[src/rtl/taxi_pkg.sv]
// taxi_pkg: Taxi grid dimensions, field widths and encoder FSM states shared with decode and step logic
package taxi_pkg;
  localparam int N_ROWS = 5;
  localparam int N_COLS = 5;
  localparam int N_PASS = 5;
  localparam int N_DEST = 4;
  localparam int TAXI_STATE_W = 9;
  localparam int ROW_W = 3;
  localparam int COL_W = 3;
  localparam int PASS_W = 3;
  localparam int DEST_W = 2;
  typedef enum logic [2:0] {IDLE, S_COL, S_PASS, S_DEST, S_HOLD} enc_state_t;
endpackage

[src/rtl/taxi_field_check.sv]
// taxi_field_check: combinational range check of the four Taxi observation fields
module taxi_field_check
  import taxi_pkg::*;
#(
  parameter int ROWS = N_ROWS,
  parameter int COLS = N_COLS,
  parameter int PASSES = N_PASS,
  parameter int DESTS = N_DEST
) (
  input  logic [ROW_W-1:0]  row,
  input  logic [COL_W-1:0]  col,
  input  logic [PASS_W-1:0] pass,
  input  logic [DEST_W-1:0] dest,
  output logic              err
);
  assign err = int'(row) >= ROWS || int'(col) >= COLS || int'(pass) >= PASSES || int'(dest) >= DESTS;
endmodule

[src/rtl/taxi_state_encoder.sv]
// taxi_state_encoder: iterative Horner encoder of (row, col, pass, dest) into the flat Taxi observation index
module taxi_state_encoder
  import taxi_pkg::*;
#(
  parameter int N_ROWS = taxi_pkg::N_ROWS,
  parameter int N_COLS = taxi_pkg::N_COLS,
  parameter int N_PASS = taxi_pkg::N_PASS,
  parameter int N_DEST = taxi_pkg::N_DEST,
  parameter int STATE_W = TAXI_STATE_W
) (
  input  logic               clk,
  input  logic               rst,
  input  logic               in_valid,
  output logic               in_ready,
  input  logic [ROW_W-1:0]   in_taxi_row,
  input  logic [COL_W-1:0]   in_taxi_col,
  input  logic [PASS_W-1:0]  in_pass_idx,
  input  logic [DEST_W-1:0]  in_dest_idx,
  output logic               out_valid,
  input  logic               out_ready,
  output logic [STATE_W-1:0] out_state,
  output logic               out_err,
  output logic [7:0]         err_cnt
);
  enc_state_t state, nxt;
  logic [ROW_W-1:0] row_q;
  logic [COL_W-1:0] col_q;
  logic [PASS_W-1:0] pass_q;
  logic [DEST_W-1:0] dest_q;
  logic [STATE_W-1:0] acc;
  logic err, err_q, accept;
  taxi_field_check #(
    .ROWS(N_ROWS),
    .COLS(N_COLS),
    .PASSES(N_PASS),
    .DESTS(N_DEST)
  ) u_check (
    .row(in_taxi_row),
    .col(in_taxi_col),
    .pass(in_pass_idx),
    .dest(in_dest_idx),
    .err(err)
  );
  assign in_ready = state == IDLE && !rst;
  assign accept = in_valid && in_ready;
  always_ff @(posedge clk or posedge rst) begin
    if (rst) state <= IDLE;
    else state <= nxt;
  end
  always_comb begin
    nxt = state;
    nxt = state == IDLE   ? (accept ? S_COL : IDLE) :
          state == S_COL  ? S_PASS :
          state == S_PASS ? S_DEST :
          state == S_DEST ? S_HOLD :
          out_ready       ? IDLE : S_HOLD;
  end
  // Fields are captured only on accept so later input wiggles cannot leak in
  always_ff @(posedge clk) begin
    if (accept) begin
      row_q <= in_taxi_row;
      col_q <= in_taxi_col;
      pass_q <= in_pass_idx;
      dest_q <= in_dest_idx;
      err_q <= err;
    end
    if (state == S_COL) acc <= STATE_W'(row_q) * STATE_W'(N_COLS) + STATE_W'(col_q);
    else if (state == S_PASS) acc <= acc * STATE_W'(N_PASS) + STATE_W'(pass_q);
  end
  always_ff @(posedge clk or posedge rst) begin
    if (rst) begin
      out_valid <= 1'b0;
      out_state <= '0;
      out_err <= 1'b0;
      err_cnt <= '0;
    end else if (state == S_DEST) begin
      out_valid <= 1'b1;
      out_err <= err_q;
      out_state <= err_q ? '0 : acc * STATE_W'(N_DEST) + STATE_W'(dest_q);
    end else if (state == S_HOLD && out_ready) begin
      out_valid <= 1'b0;
      if (out_err && err_cnt != 8'hff) err_cnt <= err_cnt + 8'd1;
    end
  end
endmodule
[config.mk]
export PLATFORM = sky130hd
export DESIGN_NAME = taxi_state_encoder
export DESIGN_NICKNAME = d
export VERILOG_FILES = /design/src/rtl/taxi_pkg.sv /design/src/rtl/taxi_field_check.sv /design/src/rtl/taxi_state_encoder.sv
export SDC_FILE = /design/constraint.sdc
export NUM_CORES = 1
export LEC_CHECK = 0
export CAP_MARGIN = 40
export CORE_UTILIZATION = 40
export CTS_CLUSTER_SIZE = 25
export DETAILED_ROUTE_END_ITERATION = 16
export PLACE_DENSITY = 0.64
export SLEW_MARGIN = 0
export SYNTH_ARGS = -nofsm -noshare
export SYNTH_HDL_FRONTEND = slang
export SYNTH_HIERARCHICAL = 1
export SYNTH_SLANG_ARGS = --single-unit
export TNS_END_PERCENT = 50
[constraint.sdc]
create_clock -name clk -period 4.2 [get_ports clk]
set_clock_uncertainty 0.2 [all_clocks]
set_input_delay 1.26 -clock clk [delete_from_list [all_inputs] [get_ports clk]]
set_output_delay 1.26 -clock clk [all_outputs]
set_load 0.1 [all_outputs]
## Word-level counts from Yosys, hierarchy flattened

Index checks and enable logic that the tools add are counted.

- Bits in registers: 43
- Bits in latches: 0
- Memory bits (writable): 0
- Bits in read-only memories: 0
- Bits of input ports: 15
- Word-level logic and storage cells: 48
- Memories kept: 0

- Add/sub/neg operators: 4
- Multipliers: 2
- Divide/modulo/power cells: 0
- Order comparisons: 3
- Eq/ne operators: 5
- Shift-type cells: 0
- Muxes and demuxes: 11
- Bitwise gates (word level): 1
- Reductions and logical operators: 11

Operators by type and width:

| kind | number |
|---|---|
| 2-to-1 mux 9 bit | 3 |
| 2-to-1 mux 3 bit | 5 |
| adder 9 x 2 -> 9 bit | 1 |
| adder 9 x 3 -> 9 bit | 1 |
| >= comparator 3 bit, second input constant | 3 |
| multiplier 9 x 3 -> 9 bit, second input constant | 1 |
| adder 8 x 1 -> 8 bit, second input constant | 1 |
| inequality test 8 bit, second input constant | 1 |
| adder 6 x 3 -> 7 bit | 1 |
| == test 3 x 2 -> 1 bit, second input constant | 2 |
| multiplier 3 x 3 -> 6 bit, second input constant | 1 |
| logical AND 1 bit | 4 |
| nonzero test 2 bit | 2 |
| == test 3 x 1 -> 1 bit, second input constant | 1 |
| == test 3 bit, second input constant | 1 |
| zero test 3 bit | 1 |
| 2-to-1 mux 1 bit | 3 |
| AND reduction 3 bit | 1 |
| logical OR 1 bit | 2 |
| zero test 1 bit | 1 |
| NOT 1 bit | 1 |

## Logic depth before layout (Yosys ltp)

Gate-level depths: netlist (run 1).

- Depth in word-level cells: 5
- Gate-level depth with buffers: 8
- Gate-level depth less buffers: 8

## By module

The synthesis (run 1) kept the hierarchy.

By module, submodules not included:

| module | times used | cells each | area an instance (sq um) | seq. area each (sq um) |
|---|---|---|---|---|
| taxi_state_encoder | 1 | 187 | 2177.1 | 1121.1 |
| taxi_field_check | 1 | 4 | 20.0 | 0.0 |

## Least setup slack after synthesis (run 1)

OpenSTA, ideal clock, no wires.

- Kind: input-to-output
- Start: in rst
- End: out in_ready
- Arrival: 4121 ps
- Setup slack: -1381 ps
- Cell stages on the path: 1
- Buffers on the path: 0
- Cells stage by stage: nor4_1

- Longest elaborated chain between the ends: 2

RTL lines:

| what | RTL line | source |
|---|---|---|
| start: declaration | taxi_state_encoder.sv:12 | `input logic rst,` |
| zero test 1 bit (no source line) | - |  |
| logical AND 1 bit | taxi_state_encoder.sv:44 | `assign in_ready = state == IDLE && !rst;` |
| end: declaration | taxi_state_encoder.sv:14 | `output logic in_ready,` |

Every way passes these cells.

## Worst setup path after layout (run 1)

Same ends and word-level chain as after synthesis.

==> results.md, run 1 <==
| Parameter | Value |
|---|---|
| Maximum number of pins on one net before global-route repair | 24 |
| Aggregate negative setup slack | 0 ns |
| Longest individual stage delay on the worst path | 0.45 ns |
| CP delay by family, top | buffers and inverters |
| Sequential area share after synthesis | 51.0% |
| Starting DRT DRC Count | 104 |
| Hold Vio Cnt, Final | 0 |
| Path class of the lowest-slack min-delay path | reg2reg |
| Post-layout minimum cycle time | 3.62 ns |
| Later-pin clock latency in the skew report | 0.29 ns |
| Clk root buf | clkbuf_8 |
| Buffers plus inverters on the worst setup path | 2 |
| Max Freq | 0.277 GHz |
| Syn Inst Count | 191 |
| Transition time at the pin with the least slew margin | 0.683 ns |
| Maximum level of the CTS H-tree | 2 |
| Final weighted congestion in routability-driven placement | 0.810 |
| Clock Path Buffers | 2 |
| DRT Wirelength | 3.85 mm |
| First-pass detailed-route iteration total | 4 |
| Std-Cell Core Area | 5200 um^2 |
| Most frequently used flop master after synthesis | dfrtp_1 |
| Vias after detailed routing | 1551 |
| Required time at the endpoint of the critical path | 2.74 ns |
| Chip width | 76.1 um |
| Area added between synthesis and finish | 31.0% |
| DR WL/cell | 12.4 um |
| Period utilisation layout | 86.1% |
| Share of post-route cells with drive strength above 1 | 15.0% |
| Vert. Die Dim | 76.1 um |
| Hold-fix buffers, CTS | 0 |
| Data arrival time of the worst path | 2.16 ns |
| Count of state elements after synthesis | 41 |
| Max-capacitance violation count | 0 |
| Async set-reset flop share out of synthesis | 53.7% |
| Net count of the mapped netlist | 233 |
| Number of rows in the core area | 26 |
| Initial antenna violation count | 0 |
| Clock tree from TritonCTS | done |
| Number of I/O pins | 35 |
| Post-route DRC violation count | 0 |
| Final number of setup-violating endpoints | 0 |
| Worst-path fanout max | 2 |
| Post CTS Setup Buffer Count | 0 |
| Number of warnings issued by yosys | 6 |
| CP Launch Type | primary input |
| Cts bufs inserted | 5 |
| Seq. cell area | 1120 um^2 |
| Post-DP HPWL | 3.03 mm |
| Number of synthesized flops with an enable pin | 19 |
| Worst slew margin relative to its limit | 54.3% |
| Clock transition at the registers of the reported paths | 0.08 ns |
| GRT overflow | 0 |
| Combined global-route utilization of all metal layers | 15.2% |
| Final max-slew violation count | 0 |
| RSZ-0062 raised after global routing | no |
| Wire length of the first global-routing pass | 6.96 mm |
| Netlist cell types | 37 |
| Syn avg cell area | 11.5 um^2 |
| Crit end category | output pin |
| Number of antenna diodes | 0 |
| Area of the multi-input gates | 1040 um^2 |
| Category of the critical setup timing path | in2out |
| Outcome | finished, final reports clean |
| Number of input and output port buffers inserted | 34 |
| Critical path cell sequence | clkdlybuf4s50_1 > nor4_4 > buf_12 |
| Vias per std cell | 5.00 |
| Slowest library cell on the worst path | clkdlybuf4s50_1 |
| Antenna-violating nets left | 0 |
| Initial standard-cell utilization of the core | 42.2% |
| Clock Sinks | 41 |
| CTS resizes | 0 |
| Fillers | 457 |
| Nets@finish | 281 |
| Post-Syn Area | 2200 um^2 |
| Number of global-route vias before repair | 1501 |
| Area enclosed by the die boundary | 5790 um^2 |
## worst reg2reg max path: cells and delay by family, from the launching register on
kind / cells / cell delay, ns
AO/OA/AOI/OAI: 4 / 1.01
flip-flops: 1 / 0.44
adder cells (fa/ha/maj): 3 / 0.97
## registers in the layout, indices dropped and copies added (netlist names)
register	flops
out_state	9
err_cnt	8
acc	7
col_q	3
pass_q	3
row_q	3
state	3
dest_q	2
err_q	1
out_err	1
out_valid	1
## cell usage in the layout, fill, tap and decap left out, drive strengths merged, types with 4 or more instances in the layout
| cell type | synthesis | final |
|---|---|---|
| nand3 | 8 | 8 |
| nor2 | 6 | 6 |
| nand2 | 21 | 21 |
| xnor2 | 6 | 6 |
| inv | 7 | 7 |
| buf | 2 | 21 |
| a21oi | 7 | 7 |
| clkdlybuf4s50 | 0 | 25 |
| xor2 | 6 | 6 |
| nand2b | 9 | 9 |
| clkbuf | 3 | 7 |
| ha | 25 | 25 |
| dfrtp | 22 | 22 |
| edfxtp | 19 | 19 |
| o21ai | 20 | 20 |
| a211oi | 4 | 4 |
## stage by stage
stage / cell area (um^2) / setup slack (ns) / utilization (%) / hold slack, ns / cells
2_1_floorplan: 2210 / 0.494 / - / 0.297 / 191
3_3_place_gp: 2610 / 0.595 / 50.1 / 0.264 / 291
3_5_place_dp: 2780 / 0.574 / 53.3 / 0.275 / 302
4_1_cts: 2880 / 0.580 / 55.3 / 0.293 / 310
5_1_grt: 2880 / 0.523 / 55.3 / 0.330 / 310
6_report: 2880 / 0.584 / 55.3 / 0.285 / 310
## layer usage
layer / global-route usage [%] / routed length, um
met1: 19.2 / 1820
met2: 25.9 / 1840
met3: 3.71 / 134
met4: 4.62 / 56
met5: 0 / 0
## cell usage after synthesis (all sizes together), types with 4 or more instances
| cell | instances | area (um^2) |
|---|---|---|
| inv | 7 | 26.3 |
| nand2b | 9 | 56.3 |
| nand2 | 21 | 78.8 |
| nor2 | 6 | 22.5 |
| xnor2 | 6 | 52.6 |
| a21oi | 7 | 35.0 |
| edfxtp | 19 | 571 |
| o21ai | 20 | 100 |
| dfrtp | 22 | 551 |
| nand3 | 8 | 40.0 |
| a211oi | 4 | 35.0 |
| ha | 25 | 313 |
| xor2 | 6 | 52.6 |
## cell type report
class / instances / area share, %
Sequential cell: 41 / 39.0
Multi-Input combinational cell: 138 / 36.0
Timing Repair Buffer: 46 / 17.5
Clock buffer: 7 / 3.39
Tap cell: 70 / 3.04
Inverter: 7 / 0.913
Clock inverter: 1 / 0.174
## final timing paths
path                                    from           end  slack [ns]  cells past startpoint
worst max-delay path                     rst      in_ready        0.58                      3
worst min-delay path            out_state[3]  out_state[3]        0.29                      2
worst max register to register        acc[0]        acc[6]        1.44                      7
worst min register to register  out_state[3]  out_state[3]        0.29                      2
max in group asynchronous                rst  out_state[8]        2.38                      3
min in group asynchronous                rst  out_state[0]        1.19                      3
## cells by family after synthesis
| group | count (synthesis) | synth area share [%] |
|---|---|---|
| fa+ha+maj | 27 | 16.1 |
| xor+xnor | 12 | 4.78 |
| mux | 4 | 1.99 |
| buf+inv | 12 | 2.45 |
| compound gates | 41 | 11.2 |
| flops | 41 | 51.0 |
| simple gates | 54 | 12.5 |
Power of run 1 is not shown: default switching activity piles up to over one toggle a cycle in this logic, so the estimate is an artifact.
==> inputs of run 2 (changes only) <==
Settings changed: CELL_PAD_IN_SITES_DETAIL_PLACEMENT set to 1, CELL_PAD_IN_SITES_GLOBAL_PLACEMENT set to 1, PLACE_DENSITY 0.64 to 0.78, TNS_END_PERCENT 50 to 20.
==> results.md, run 2 (synthesis gave the netlist of run 1 again) <==
| Parameter | Value | vs previous |
|---|---|---|
| Clock Path Buffers | 2 | unchanged |
| Starting DRT DRC Count | 32 | was 104 |
| RSZ-0062 raised after global routing | no | unchanged |
| CP delay by family, top | buffers and inverters | unchanged |
| Final number of setup-violating endpoints | 0 | unchanged |
| Number of input and output port buffers inserted | 34 | unchanged |
| Maximum number of pins on one net before global-route repair | 24 | unchanged |
| Worst hold start | out_state[8] | was out_state[3] |
| Vias after detailed routing | 1582 | was 1551 |
| GRT overflow | 0 | unchanged |
| Critical path cell sequence | clkdlybuf4s50_1 > nor4_4 > buf_12 | unchanged |
| Later-pin clock latency in the skew report | 0.30 ns | was 0.29 ns |
| Final max-slew violation count | 0 | unchanged |
| Seq. cell area | 1120 um^2 | unchanged |
| Number of rows in the core area | 26 | unchanged |
| Most common cell after layout, fill and taps aside | clkdlybuf4s50_1 |  |
| Internal reg-to-reg setup slack | 1.46 ns | was 1.44 ns |
| Hold Vio Cnt, Final | 0 | unchanged |
| Initial antenna violation count | 0 | unchanged |
| Combined global-route utilization of all metal layers | 17.8% | was 15.2% |
| Crit end category | output pin | unchanged |
| Data arrival time of the worst path | 2.19 ns | was 2.16 ns |
| DRT Wirelength | 4.66 mm | was 3.85 mm |
| Clock Sinks | 41 | unchanged |
| CP Launch Type | primary input | unchanged |
| Period utilisation layout | 86.8% | was 86.1% |
| Number of antenna diodes | 0 | unchanged |
| Registers with the most flip-flops | out_state (9), err_cnt (8), acc (7) | unchanged |
| Std-Cell Core Area | 5200 um^2 | unchanged |
| Post CTS Setup Buffer Count | 0 | unchanged |
| Clock transition at the registers of the reported paths | 0.07 ns | was 0.08 ns |
| Path class of the lowest-slack min-delay path | reg2reg | unchanged |
| Cell depth of the worst min-delay path | 2 | unchanged |
| Path length in cells of the critical path | 3 | unchanged |
| Longest individual stage delay on the worst path | 0.46 ns | was 0.45 ns |
| Transition time at the pin with the least slew margin | 0.665 ns | was 0.683 ns |
| Vias per std cell | 5.07 | was 5.00 |
| Vert. Die Dim | 76.1 um | unchanged |
| Number of global-route vias before repair | 1649 | was 1501 |
| Slowest library cell on the worst path | clkdlybuf4s50_1 | unchanged |
| Antenna-violating nets left | 0 | unchanged |
| Commonest non-fill, non-tap cells in the layout | clkdlybuf4s50_1, ha_1, dfrtp_1 | was ha_1, clkdlybuf4s50_1, dfrtp_1 |
| Area added between synthesis and finish | 33.2% | was 31.0% |
| Hold Slack | 0.287 ns | was 0.285 ns |
| Wire length of the first global-routing pass | 7.97 mm | was 6.96 mm |
| Initial standard-cell utilization of the core | 42.2% | unchanged |
| Area enclosed by the die boundary | 5790 um^2 | unchanged |
| Post-DP HPWL | 3.72 mm | was 3.03 mm |
| Timing endpoint of the critical path | in_ready | unchanged |
| Required time at the endpoint of the critical path | 2.74 ns | about the same |
| DR WL/cell | 14.9 um | was 12.4 um |
| Hold-fix buffers, CTS | 0 | unchanged |
| Worst reg2reg path startpoint | acc[0] | unchanged |
| Reg2reg path depth | 7 | unchanged |
| First-pass detailed-route iteration total | 4 | unchanged |
| Post-layout minimum cycle time | 3.65 ns | was 3.62 ns |
| Chip width | 76.1 um | unchanged |
| Area of the multi-input gates | 1040 um^2 | unchanged |
| Outcome | finished, final reports clean | unchanged |
| Worst slew margin relative to its limit | 55.5% | was 54.3% |
| Worst-path fanout max | 2 | unchanged |
| Max Freq | 0.274 GHz | was 0.277 GHz |
| Cts bufs inserted | 5 | unchanged |
| Maximum level of the CTS H-tree | 2 | unchanged |
| Endpoint of the most critical register-to-register path | acc[5] | was acc[6] |
| Biggest register | out_state | unchanged |
| Crit. Startpoint | rst | unchanged |
| Nets@finish | 283 | was 281 |
| Post-route DRC violation count | 0 | unchanged |
| Buffers plus inverters on the worst setup path | 2 | unchanged |
| Share of post-route cells with drive strength above 1 | 14.9% | was 15.0% |
| Final weighted congestion in routability-driven placement | 0.785 | was 0.810 |
| Clk root buf | clkbuf_8 | unchanged |
| Fillers | 555 | was 457 |
| Number of I/O pins | 35 | unchanged |
| Flip-flop count of the largest register, all copies and words added | 9 | unchanged |
| Core Util, Final | 56.2% | was 55.3% |
| Max-capacitance violation count | 0 | unchanged |
| CTS resizes | 0 | unchanged |
| Clock tree from TritonCTS | done | unchanged |
| Category of the critical setup timing path | in2out | unchanged |
| Aggregate negative setup slack | 0 ns | unchanged |
[run 2: changes by cell type in the layout (fill, tap and decap cells not counted)]
cell,before,now
buf_4,9,7
buf_8,11,13
bufinv_16,0,1
clkbuf_16,1,0
clkbuf_8,5,6
clkdlybuf4s50_1,25,27
clkinv_2,1,0
[run 2: worst min path at each step]
stage                         endpoint  slack (ns)
after floorplan           out_state[0]        0.30
after global placement    out_state[7]        0.26
after detailed placement  out_state[4]        0.27
after CTS                 out_state[4]        0.29
after global routing      out_state[4]        0.32
final                     out_state[8]        0.29
[run 2: routing by layer]
layer	routed length [um]	track usage (%)	share of wire, %	up-vias
li1	-	-	-	783
met1	1970	20.6	42	758
met2	2460	31.7	53	33
met3	143	3.95	3.1	8
met4	92	7.50	2.0	0
met5	0	0	0	-
[run 2: layout make-up]
| cell class | instances | area share (%) |
|---|---|---|
| flip-flops and latches | 41 | 38.3 |
| repair buffers | 48 | 18.4 |
| multi-input cells | 138 | 35.4 |
| clock buffers | 7 | 2.95 |
| inverters | 7 | 0.898 |
| clock inverters | 1 | 1.03 |
| well taps | 70 | 2.99 |
[run 2: worst min-delay path: stages, from the launching register on]
cell and delay, ns:
dfrtp_1 0.35, nand2_1 0.05, o21ai_0 0.06
[run 2: per-stage QoR]
step	cells	area, um^2	worst slack [ns]
5_1_grt	312	2930	0.522
3_3_place_gp	291	2620	0.554
4_1_cts	312	2930	0.551
2_1_floorplan	191	2210	0.494
3_5_place_dp	304	2810	0.566
6_report	312	2930	0.554
Power of run 2 is left out for the same reason.
